**config.mk**
```make
export PLATFORM = sky130hd
export DESIGN_NAME = mem_port_arbiter
export DESIGN_NICKNAME = d
export VERILOG_FILES = /design/src/rtl/mem_port_arbiter.sv
export SDC_FILE = /design/constraint.sdc
export NUM_CORES = 1
export LEC_CHECK = 0
export ABC_AREA = 1
export CORE_AREA = 2 2 210 212
export CTS_CLUSTER_DIAMETER = 60
export DETAILED_ROUTE_END_ITERATION = 7
export DIE_AREA = 0 0 212 214
export PLACE_DENSITY = 0.66
export SLEW_MARGIN = 20
export SYNTH_ARGS = -nofsm -noshare
export SYNTH_HDL_FRONTEND = slang
export SYNTH_SLANG_ARGS = --single-unit
```
**constraint.sdc**
```tcl
create_clock -name clk_i -period 3.3 [get_ports clk_i]
set_clock_uncertainty 0.1 [all_clocks]
set_input_delay 0.495 -clock clk_i [delete_from_list [all_inputs] [get_ports clk_i]]
set_output_delay 0.495 -clock clk_i [all_outputs]
set_load 0.02 [all_outputs]
```
**src/rtl/mem_port_arbiter.sv**
```systemverilog
// mem_port_arbiter
// Shares one single-ported memory between the fetch stage and the memory
// stage. Data accesses have fixed priority. A starvation counter forces a
// fetch grant after STARVE_LIMIT back-to-back data grants. A BUSY-cycle
// timeout aborts accesses that the memory never acknowledges.
module mem_port_arbiter #(
  parameter int ADDR_W       = 64,
  parameter int DATA_W       = 64,
  parameter int STARVE_LIMIT = 4,
  parameter int TIMEOUT      = 16
) (
  input  logic              clk_i,
  input  logic              rst_i,
  // fetch requester
  input  logic              ireq_i,
  input  logic [ADDR_W-1:0] iaddr_i,
  output logic              ivalid_o,
  output logic [DATA_W-1:0] irdata_o,
  // data requester
  input  logic              dreq_i,
  input  logic              dwe_i,
  input  logic [ADDR_W-1:0] daddr_i,
  input  logic [DATA_W-1:0] dwdata_i,
  output logic              dvalid_o,
  output logic [DATA_W-1:0] drdata_o,
  output logic              err_o,
  // memory port
  output logic              mreq_o,
  output logic              mwe_o,
  output logic [ADDR_W-1:0] maddr_o,
  output logic [DATA_W-1:0] mwdata_o,
  input  logic [DATA_W-1:0] mrdata_i,
  input  logic              mack_i
);

  localparam int SCNT_W = $clog2(STARVE_LIMIT + 1);
  localparam int TCNT_W = (TIMEOUT > 1) ? $clog2(TIMEOUT) : 1;
  localparam logic [SCNT_W-1:0] STARVE_MAX = SCNT_W'(STARVE_LIMIT);
  localparam logic [TCNT_W-1:0] TMO_LAST   = TCNT_W'(TIMEOUT - 1);

  typedef enum logic [1:0] {
    IDLE = 2'd0,
    BUSY = 2'd1,
    RESP = 2'd2
  } state_t;

  state_t              state_q;
  logic [SCNT_W-1:0]   starve_q;
  logic [SCNT_W-1:0]   starve_d;
  logic [TCNT_W-1:0]   tmo_q;
  logic                gnt_data_q;   // 1 = current access belongs to the data port
  logic                fetch_win_d;

  logic                ivalid_q;
  logic                dvalid_q;
  logic                err_q;
  logic [DATA_W-1:0]   irdata_q;
  logic [DATA_W-1:0]   drdata_q;
  logic                mreq_q;
  logic                mwe_q;
  logic [ADDR_W-1:0]   maddr_q;
  logic [DATA_W-1:0]   mwdata_q;

  // Saturating increment for the starvation counter.
  function automatic logic [SCNT_W-1:0] sat_inc(input logic [SCNT_W-1:0] v);
    if (v == STARVE_MAX) begin
      return v;
    end
    return v + 1'b1;
  endfunction

  // Arbitration decision and starvation counter next value (only moves in IDLE).
  always_comb begin
    fetch_win_d = ireq_i && (!dreq_i || (starve_q == STARVE_MAX));
    starve_d    = starve_q;
    if (state_q == IDLE) begin
      if (!ireq_i || fetch_win_d) begin
        starve_d = '0;
      end else if (dreq_i) begin
        starve_d = sat_inc(starve_q);
      end
    end
  end

  // Access FSM; every output is a register written here.
  always_ff @(posedge clk_i) begin
    if (rst_i) begin
      state_q    <= IDLE;
      starve_q   <= '0;
      tmo_q      <= '0;
      gnt_data_q <= 1'b0;
      ivalid_q   <= 1'b0;
      dvalid_q   <= 1'b0;
      err_q      <= 1'b0;
      irdata_q   <= '0;
      drdata_q   <= '0;
      mreq_q     <= 1'b0;
      mwe_q      <= 1'b0;
      maddr_q    <= '0;
      mwdata_q   <= '0;
    end else begin
      // valid and error are single-cycle pulses
      ivalid_q <= 1'b0;
      dvalid_q <= 1'b0;
      err_q    <= 1'b0;
      starve_q <= starve_d;
      unique case (state_q)
        IDLE: begin
          if (ireq_i || dreq_i) begin
            gnt_data_q <= !fetch_win_d;
            mreq_q     <= 1'b1;
            mwe_q      <= fetch_win_d ? 1'b0 : dwe_i;
            maddr_q    <= fetch_win_d ? iaddr_i : daddr_i;
            mwdata_q   <= fetch_win_d ? '0 : dwdata_i;
            tmo_q      <= '0;
            state_q    <= BUSY;
          end
        end
        BUSY: begin
          // an acknowledge on the timeout cycle still completes normally
          if (mack_i) begin
            mreq_q <= 1'b0;
            if (!mwe_q) begin
              if (gnt_data_q) begin
                drdata_q <= mrdata_i;
              end else begin
                irdata_q <= mrdata_i;
              end
            end
            ivalid_q <= !gnt_data_q;
            dvalid_q <= gnt_data_q;
            state_q  <= RESP;
          end else if (tmo_q == TMO_LAST) begin
            mreq_q <= 1'b0;
            if (gnt_data_q) begin
              drdata_q <= '0;
            end else begin
              irdata_q <= '0;
            end
            ivalid_q <= !gnt_data_q;
            dvalid_q <= gnt_data_q;
            err_q    <= 1'b1;
            state_q  <= RESP;
          end else begin
            tmo_q <= tmo_q + 1'b1;
          end
        end
        RESP: begin
          // the response pulse is on the outputs this cycle; requests wait
          state_q <= IDLE;
        end
        default: begin
          state_q <= IDLE;
        end
      endcase
    end
  end

  assign ivalid_o = ivalid_q;
  assign dvalid_o = dvalid_q;
  assign err_o    = err_q;
  assign irdata_o = irdata_q;
  assign drdata_o = drdata_q;
  assign mreq_o   = mreq_q;
  assign mwe_o    = mwe_q;
  assign maddr_o  = maddr_q;
  assign mwdata_o = mwdata_q;

endmodule
```
==> results.toml <==
[routing]
via_per_inst = 4.37
wl_met2_um = 20500
met1Wirelength_um = 16400
vias = 12700
drc = 0
routed_wl_um = 42600
drt_pass1_iterations = 7
antenna_left = 0
wl_met3_um = 4060
routedWlPerCell_um = 14.7
dr.max_layer_used = "met5"
first_iter_violations = 676

[worst_setup_path]
ff2ff_path_depth = 8
rrSetupSlack_ps = 1060
crit_buf_inv = 1
start_kind = "flop"
max_stage_delay_ps = 720
reg2reg_to = "irdata_o[24]"
crit_arrival_ps = 1800
crit_required_ps = 2700
end_kind = "output port"
critPathKind = "reg2out"
crit_slowest_cell = "clkdlybuf4s50_1"
r2r-start = "tmo_q[0]"
cp_top_family = "buffers and inverters"
crit_chain = "clkdlybuf4s50_1"
path_max_fanout = 4

[job]
max_cap_viol_count = 0

[power_and_ir_drop]
power_density_nw_per_um2 = 526
p_leak_nw = 8.72
ir_drop_uv = 334

[logic_synthesis]
syn_area_per_cell_um2 = 6.53
yosys_register_bits = 271
ys_types = 23
synth_area_um2 = 12000
ys_seq_area_share_pct = 45.3
synth_nets = 2099
yosysWarnings = 0
syn-instance-count = 1834

[sta]
setup-tns-final_ps = 0
fmax_mhz = 417
fin_ws_ps = 901
period_minus_slack_ps = 2400
rsz0062_at_grt = "no"
finalSetupViolations = 0
finalCritPeriodShare_pct = 72.7
hold_violations = 0
max-slew-margin-rel_pct = 52.5
final_max_slew_viol_count = 0
tightest_slew_ps = 713

[global_route]
grt_pass1_vias = 11900
overflow = 0
grtUsageTotal_pct = 18.0
grt_pass1_wl_um = 64900
grt_max_degree = 137
antenna_found_initial = 3

[die]
start_util_pct = 27.9
die_w_um = 212
core-area_um2 = 42900
ios = 523
rows = 76
die_y_um = 214
die_area_um2 = 45400

[hold_path]
hold_path_end = "err_o"
hold_path.class = "in2reg"
worstHoldStart = "mack_i"
min_delay_path_depth = 2

[placement]
dp_hpwl_um = 30300
pre_cts_slack_ps = 860
portBuffers = 522
gp_congestion = 0.820

[finish]
final_common_cell = "clkdlybuf4s50_1"
diodes = 0
utilization_pct = 44.1
drive_gt1_share_pct = 4.06
nets = 2549
syn_to_final_growth_pct = 58.0
layout_common_cells = "clkdlybuf4s50_1 (519), nand2_1 (506), nor2_1 (305)"

[clocking]
post-cts-setup-buffers = 0
htreeDepth = 2
root_buffer = "clkbuf_16"
clkSinkCount = 271
cts_buffer_depth = 3
clk_pin_slew_ps = 60
clock_latency_ps = 540
cts_tree = "yes"
cts_hold_buf = 0
numCtsBuffers = 37
cts_resized = 0

[status]
outcome = "complete, no violations"
[routing by layer]
layer	GRT usage, %	up-vias
li1	-	6491
met1	19.6	5630
met2	30.9	454
met3	7.11	83
met4	7.23	6
met5	0	-
[state kept, by name, indices dropped and copies added (netlist names), 2 cells and up]
name	count
maddr_o	64
drdata_o	64
mwdata_o	64
tmo_q	4
state_q	2
irdata_o	64
starve_q	3
[per-stage QoR]
step                      hold slack, ps  instance area, um2  cells  power, mW
after global placement               351               17600   2829       5.75
final                               98.0               18900   2898       9.95
after detailed placement             359               17600   2829       5.78
after CTS                           66.7               18900   2897       10.1
after floorplan                      356               12000   1834       4.75
after global routing                77.2               18900   2898       10.4
[cell type report]
cell class / count / area [um2]
clock buffer: 50 / 1070
clock inverter: 18 / 245
fill: 4340 / 24000
inverter: 244 / 923
multi-input combinational: 1191 / 5060
sequential: 271 / 5430
tap: 585 / 732
timing repair buffer: 539 / 5460
[synthesized netlist by cell type]
cell	n	area, um2
o21ai_2	1	8.76
nand2_2	1	6.26
nand2_1	508	1910
nor2_2	2	12.5
inv_1	241	905
xor2_1	1	8.76
a21oi_1	140	701
inv_2	2	7.51
buf_1	11	41.3
ha_1	3	37.5
a21oi_4	1	16.3
nand4_1	20	125
o21ai_0	2	10.0
buf_2	39	195
nand3_1	202	1010
nand3_2	1	10.0
buf_4	4	30.0
dfxtp_1	271	5430
clkinv_1	1	3.75
nor2_1	305	1140
buf_6	9	101
nor3_1	4	20.0
clkbuf_1	65	244
[worst max path at each step]
stage / start / end / slack (ps) / cells past startpoint
CTS: mwe_o / mwe_o / 770 / 1
floorplan: mack_i / irdata_o[1] / 1630 / 7
global route: mwe_o / mwe_o / 730 / 1
global placement: dreq_i / maddr_o[9] / 930 / 8
finish: mwe_o / mwe_o / 900 / 1
detailed placement: dreq_i / maddr_o[15] / 860 / 8
[report_power, final]
part	internal, mW	switching, mW	total [mW]	leakage [nW]
Combinational	0.941	1.11	2.05	5.86
Sequential	3.51	0.134	3.65	2.22
Clock	2.68	1.56	4.25	0.642
[cell families (layout without fill, tap and decap cells)]
kind of cell	count (synthesis)	in the layout	synth area share [%]
and+or+nand+nor	1043	1043	35.4
buffers and inverters	372	851	12.8
DFF	271	271	45.3
AOI/OAI and AO/OA	144	144	6.15
adders and majority gates	3	3	0.314
xor gates and xnor gates	1	1	0.0732
Note: power is estimated with default switching activity, not from simulation.
